[src/rtl/execute_stage.sv]
// RV32I execute stage: forwarding, ALU, branch/jump resolve, EX/MEM register.
// Redirect is combinational; M outputs lag E inputs by 1 cycle; stallM holds, flushM bubbles.
module execute_stage #(
  parameter int DPW = 32,
  parameter int ADW = 5
) (
  input  logic           clk,
  input  logic           rst,
  input  logic           stallM,
  input  logic           flushM,
  input  logic           regwriteE,
  input  logic           resultsrcE,
  input  logic           memwriteE,
  input  logic           branchE,
  input  logic           jumpE,
  input  logic           jalrE,
  input  logic           alusrcE,
  input  logic [3:0]     alucontrolE,
  input  logic [2:0]     funct3E,
  input  logic [DPW-1:0] Rd1E,
  input  logic [DPW-1:0] Rd2E,
  input  logic [DPW-1:0] immE,
  input  logic [DPW-1:0] pcE,
  input  logic [ADW-1:0] RdE,
  input  logic [1:0]     forwardAE,
  input  logic [1:0]     forwardBE,
  input  logic [DPW-1:0] resultW,
  output logic           pcsrcE,
  output logic [DPW-1:0] pctargetE,
  output logic           regwriteM,
  output logic           resultsrcM,
  output logic           memwriteM,
  output logic [DPW-1:0] aluresultM,
  output logic [DPW-1:0] Rd2M,
  output logic [ADW-1:0] RdM
);

  logic [DPW-1:0] srcA, fwdB, srcB, alu_out, exresult, jalr_sum;
  logic [4:0]     shamt;
  logic           taken;

  always_comb begin
    srcA = Rd1E;
    case (forwardAE)
      2'b01:   srcA = resultW;
      2'b10:   srcA = aluresultM;
      default: srcA = Rd1E;
    endcase
  end

  always_comb begin
    fwdB = Rd2E;
    case (forwardBE)
      2'b01:   fwdB = resultW;
      2'b10:   fwdB = aluresultM;
      default: fwdB = Rd2E;
    endcase
  end

  assign srcB  = alusrcE ? immE : fwdB;
  assign shamt = srcB[4:0];

  always_comb begin
    alu_out = '0;
    case (alucontrolE)
      4'b0000: alu_out = srcA + srcB;
      4'b0001: alu_out = srcA - srcB;
      4'b0010: alu_out = srcA & srcB;
      4'b0011: alu_out = srcA | srcB;
      4'b0100: alu_out = srcA ^ srcB;
      4'b0101: alu_out = {{(DPW-1){1'b0}}, ($signed(srcA) < $signed(srcB))};
      4'b0110: alu_out = {{(DPW-1){1'b0}}, (srcA < srcB)};
      4'b0111: alu_out = srcA << shamt;
      4'b1000: alu_out = srcA >> shamt;
      4'b1001: alu_out = $unsigned($signed(srcA) >>> shamt);
      4'b1010: alu_out = srcB;
      default: alu_out = '0;
    endcase
  end

  // Branch compare always uses the register operand, never the immediate.
  always_comb begin
    taken = 1'b0;
    case (funct3E)
      3'b000:  taken = (srcA == fwdB);
      3'b001:  taken = (srcA != fwdB);
      3'b100:  taken = ($signed(srcA) < $signed(fwdB));
      3'b101:  taken = ($signed(srcA) >= $signed(fwdB));
      3'b110:  taken = (srcA < fwdB);
      3'b111:  taken = (srcA >= fwdB);
      default: taken = 1'b0;
    endcase
  end

  assign jalr_sum  = srcA + immE;
  assign pcsrcE    = jumpE | (branchE & taken);
  assign pctargetE = jalrE ? {jalr_sum[DPW-1:1], 1'b0} : (pcE + immE);
  assign exresult  = jumpE ? (pcE + DPW'(4)) : alu_out;

  always_ff @(posedge clk) begin
    if (rst || flushM) begin
      regwriteM  <= 1'b0;
      resultsrcM <= 1'b0;
      memwriteM  <= 1'b0;
      aluresultM <= '0;
      Rd2M       <= '0;
      RdM        <= '0;
    end else if (!stallM) begin
      regwriteM  <= regwriteE;
      resultsrcM <= resultsrcE;
      memwriteM  <= memwriteE;
      aluresultM <= exresult;
      Rd2M       <= fwdB;
      RdM        <= RdE;
    end
  end

endmodule

[config.mk]
export PLATFORM = sky130hd
export DESIGN_NAME = execute_stage
export DESIGN_NICKNAME = d
export VERILOG_FILES = /design/src/rtl/execute_stage.sv
export SDC_FILE = /design/constraint.sdc
export NUM_CORES = 1
export LEC_CHECK = 0
export ABC_AREA = 1
export ABC_CLOCK_PERIOD_IN_PS = 13000
export CAP_MARGIN = 10
export CORE_MARGIN = 3
export CORE_UTILIZATION = 45
export DETAILED_ROUTE_END_ITERATION = 16
export PLACE_DENSITY = 0.68
export SETUP_SLACK_MARGIN = 0.15
export SYNTH_ARGS = -nofsm -noshare
export SYNTH_HDL_FRONTEND = slang
export SYNTH_SLANG_ARGS = --single-unit
[constraint.sdc]
create_clock -name clk -period 13 [get_ports clk]
set_clock_uncertainty 0.15 [all_clocks]
set_input_delay 3.25 -clock clk [delete_from_list [all_inputs] [get_ports clk]]
set_output_delay 3.25 -clock clk [all_outputs]
set_load 0.1 [all_outputs]
# Word level (Yosys, flattened, before mapping)
# Index checks and enable logic that the tools add are counted.
[totals]
wordCells = 56
reg_bits = 72
out_inout_bits = 105
[classes]
bitwise = 5
magnitude_cmp = 6
eq_ne = 21
reduce_logical = 3
muxes = 7
shift = 3
addsub = 5
[ops]
columns = ["cell", "n"]
rows = [
  ["one-hot mux 32 bit (11 select lines)", 1],
  ["less-than comparator 32 bit", 4],
  ["one-hot mux 32 bit (2 select lines)", 2],
  ["adder 32 bit", 3],
  ["2-to-1 mux 32 bit", 3],
  [">= comparator 32 bit", 2],
  ["adder 32 x 3 -> 32 bit (second input constant)", 1],
  ["bitwise AND 32 bit", 1],
  ["== test 32 bit", 1],
  ["inequality test 32 bit", 1],
  ["OR 32 bit", 1],
  ["left shift 32 x 5 -> 32 bit", 1],
  ["right shift 32 x 5 -> 32 bit", 1],
  [">>> shifter 32 x 5 -> 32 bit", 1],
  ["subtractor 32 bit", 1],
  ["bitwise XOR 32 bit", 1],
  ["== test 4 x 3 -> 1 bit (second input constant)", 4],
  ["== test 3 bit (second input constant)", 4],
  ["== test 4 bit (second input constant)", 3],
  ["== test 4 x 2 -> 1 bit (second input constant)", 2],
  ["one-hot mux 1 bit (6 select lines)", 1],
  ["== test 2 x 1 -> 1 bit (second input constant)", 2],
  ["== test 2 bit (second input constant)", 2],
  ["== test 4 x 1 -> 1 bit (second input constant)", 1],
  ["other kinds (6)", 6],
]

# Depth between registers and ports, before layout
# Gate-level depths: netlist of run 1.
[depth]
depth_word = 6
mapped_depth = 29
mapped_depth_nobuf = 26

# Worst setup path after synthesis of run 1
# No wires, ideal clock.
[synth_path]
kind = "input-to-output"
startpoint = "input port forwardAE[0]"
endpoint = "output port pctargetE[24]"
stages = 16
path_slack_ps = 1634
required_ps = 9600
arrival_ps = 7966
cell_sequence = "inv_1 ha_1 inv_2 buf_2 o21ai_0 inv_1 fa_1 nand3_1 nand2_1 a31oi_1 o21ai_0 nand2_1 o21ai_0 nand2_1 inv_1 o21ai_0"
[synth_between]
elab_chain_len = 4
[synth_lines]
columns = ["item", "line_no", "text"]
rows = [
  ["start, declared", "25", "input logic [1:0] forwardAE,"],
  ["== test 2 bit / == test 2 x 1 -> 1 bit (equally long branches)", "44", "case (forwardAE)"],
  ["one-hot mux 32 bit (2 select lines) (*)", "44", ""],
  ["adder 32 bit (*)", "95", "assign jalr_sum = srcA + immE;"],
  ["2-to-1 mux 32 bit (*)", "97", "assign pctargetE = jalrE ? {jalr_sum[DPW-1:1], 1'b0} : (pcE + immE);"],
  ["end, declared", "29", "output logic [DPW-1:0] pctargetE,"],
]
# Every way passes the cells marked *; elsewhere a longest branch is shown, timed or not.

# Final worst setup path of run 1
[layout_path]
startpoint = "input port forwardAE[0]"
endpoint = "output port pctargetE[6]"
# The elaborated chain is that of the path after synthesis.

==> run metrics, run 1 <==
IR Drop Worst-Case VDD a little under 0.1 mV; total vias in the final route between 20k and 30k; die extent in x 213 um; Worst Path Class, Setup primary input to output pin; cell type contributing the most total cell area after synthesis nand2_1; outcome finished clean; total clock buffers created by CTS 9; placeable core area around 42000 sq um; Boundary Pins slightly below 300; synth unique cells 51; number of maximum-capacitance constraint violations 0; highest achievable clock rate a little under 90 MHz; starting DRC count in detailed routing around 4.2k; number of port buffers roughly 290; maximum fanout along the worst path 64; share of cells above drive strength 1 3.52%; via count of the first global-routing pass around 24k; fraction of synthesis flops using an asynchronous set or reset pin 0%; fraction of the yosys area taken by sequential cells ~7.5%; Design Area, Final 22800 sq um; number of antenna violations at the first check in global routing 2; Mapped Avg Cell Area about 5.4 sq um; clock insertion delay at the later pin of the skew report 0.35 ns; final critical-path required period ~12 ns; starting utilization of the core area between 40% and 50%; Syn Nets 3983; worst hold-check path type register to register; max-slew violation total from the final report 0; Row Count 75; endpoints failing hold 0; RSZ-0062 raised after global routing false; level count of the clock H-tree 3; cell types with the largest area share after synthesis nand2_1 18%, nand3_1 14%, ha_1 14%, a21oi_1 9.6%, o21ai_0 7.7%; Area growth syn-to-layout 18.7%; leak pwr roughly 11 nW; overall fraction of global-route tracks in use approximately 45%; CTS Hold Buffers Added 0; Post-synth top flop dfxtp_1; wire length of the first global-routing pass between 150000 and 200000 um; count of instances resized after the clock tree is built 0; period utilisation layout between 80% and 90%; Required @ worst endpoint 9.60 ns; worst hold margin between 0.3 and 0.4 ns; clk root buf clkbuf_16; final setup vio count 0; Setup TNS 0 ns; power density over cell area 103 nW/um^2; fraction of synthesized cell area taken by the top area cell type about 18%; WL final between 100000 and 150000 um; buffers from clock root to sink, at most 2; Total Die Area 45200 sq um; remaining global-route overflow 0; fin nets about 4.2k; last weighted congestion value of the routability-driven placer roughly 1.2; cell count after synthesis approximately 3.6k; Yosys warning total 0; Rel. slew slack 11.5%; top cells by instance count after synthesis 914 x nand2_1, 547 x nand3_1, 367 x a21oi_1, 365 x inv_1, 297 x o21ai_0; clock sinks about 70; Clock transition at path regs ~0.07 ns; average wire per cell in the routed design 24.6 um; detailed placement HPWL about 87000 um; post-CTS setup buffers 0; count of nets left with antenna violations after detail routing 0; Worst Setup End Kind output pin; Avg Vias per Cell roughly 6.2; flip-flop and latch count after synthesis between 70 and 80; library cell with the highest instance count after synthesis nand2_1; largest net degree at the start of global routing a little under 70; Syn Std Cell Area between 15000 and 20000 sq um; CP arrival between 8 and 9 ns; Area after DPL roughly 22000 sq um; CTS tree yes; element type at the critical path start primary input; DRC 0; number of enable-type register cells in the synthesized netlist 0; transition at the pin with the smallest max-transition slack roughly 1.3 ns; height of the die approximately 210 um; First-pass DRT Iterations 7
[worst max-delay path, stage by stage]
cell	delay [ns]
clkdlybuf4s50_1	0.48
inv_1	0.05
ha_1	0.29
inv_2	0.76
nand3_1	0.15
o21ai_1	0.33
inv_1	0.23
nand2_1	0.16
inv_1	0.07
fa_1	0.43
nand3_1	0.08
nand2_1	0.14
nand3_1	0.11
nand2_1	0.09
a21oi_1	0.19
o21bai_1	0.14
clkdlybuf4s50_1	1.15
[stage by stage]
step | util, % | setup WS (ns) | instances | total power (W)
2_1_floorplan | - | 1.63 | 3581 | 0.00139
3_3_place_gp | 53.3 | 1.68 | 4301 | 0.00196
3_5_place_dp | 53.3 | 1.53 | 4301 | 0.00196
4_1_cts | 54.2 | 1.54 | 4317 | 0.00226
5_1_grt | 54.2 | 1.18 | 4319 | 0.00245
6_report | 54.2 | 1.46 | 4321 | 0.00234
[flip-flops by register name, summed over array words and instances (netlist names)]
| signal | flops |
|---|---|
| Rd2M | 32 |
| RdM | 5 |
| aluresultM | 32 |
| memwriteM | 1 |
| regwriteM | 1 |
| resultsrcM | 1 |
[report_power, final]
group | internal [W] | switching, W
Clock | 0.000190 | 0.000110
Combinational | 0.000483 | 0.00131
Sequential | 0.000231 | 0.0000113
[worst paths after layout]
check                       end  cells past startpoint  slack (ns)           from
setup / recovery   pctargetE[6]                     17        1.46   forwardAE[0]
hold / removal           RdM[0]                      2        0.32         RdM[0]
setup reg to reg  aluresultM[8]                     19        7.21  aluresultM[0]
hold reg to reg          RdM[0]                      2        0.32         RdM[0]
[layer usage]
layer | vias to the layer above | GRT usage (%) | part of all wire (%)
met5 | - | 0 | 0
met2 | 1927 | 65.0 | 41
li1 | 12500 | - | -
met4 | 0 | 29.3 | 8.3
met1 | 12200 | 57.8 | 38
met3 | 341 | 11.4 | 13
[cells by family after synthesis]
kind of cell	count (synthesis)	share of synthesized area, %
simple gates	1863	41.5
compound gates	869	24.6
buf+inv	540	11.3
fa+ha+maj	215	14.2
flops	72	7.51
xor+xnor	22	1.00
[layout make-up]
cell class,instances,area [sq um]
Inverter,372,1400
Sequential cell,72,1440
Clock buffer,9,225
Multi-Input combinational cell,2969,15600
Clock inverter,7,128
Timing Repair Buffer,349,3290
Tap cell,539,674
Fill cell,4623,19300
Antenna cell,4,10.0
[cells in the final DEF (no fill, tap or decap), drive strengths merged]
cell	Yosys	routed
a211oi	2	2
a21boi	5	5
a21o	12	12
a21oi	367	367
a221oi	14	14
a22o	1	1
a31o	1	1
a31oi	22	22
and2	3	3
buf	89	83
bufinv	0	3
clkbuf	79	9
clkdlybuf4s50	0	266
clkinv	1	3
dfxtp	72	72
diode	0	4
fa	4	4
ha	211	211
inv	371	373
nand2	916	916
nand3	548	548
nand3b	5	5
nand4	48	48
nor2	279	279
nor3	38	38
nor3b	1	1
nor4	10	10
o2111ai	1	1
o211ai	21	21
o21a	14	14
o21ai	362	362
o21bai	14	14
o221ai	14	14
o22ai	14	14
o31a	1	1
o31ai	4	4
or2	15	15
xnor2	5	5
xor2	17	17
(Power assumes the default switching activity.)
==> run 2, diff against run 1 <==
Settings changed: ABC_CLOCK_PERIOD_IN_PS 13000 to unset.
==> results of run 2 <==
Same layout as run 1: the final DEF is identical, and so are final timing and power.
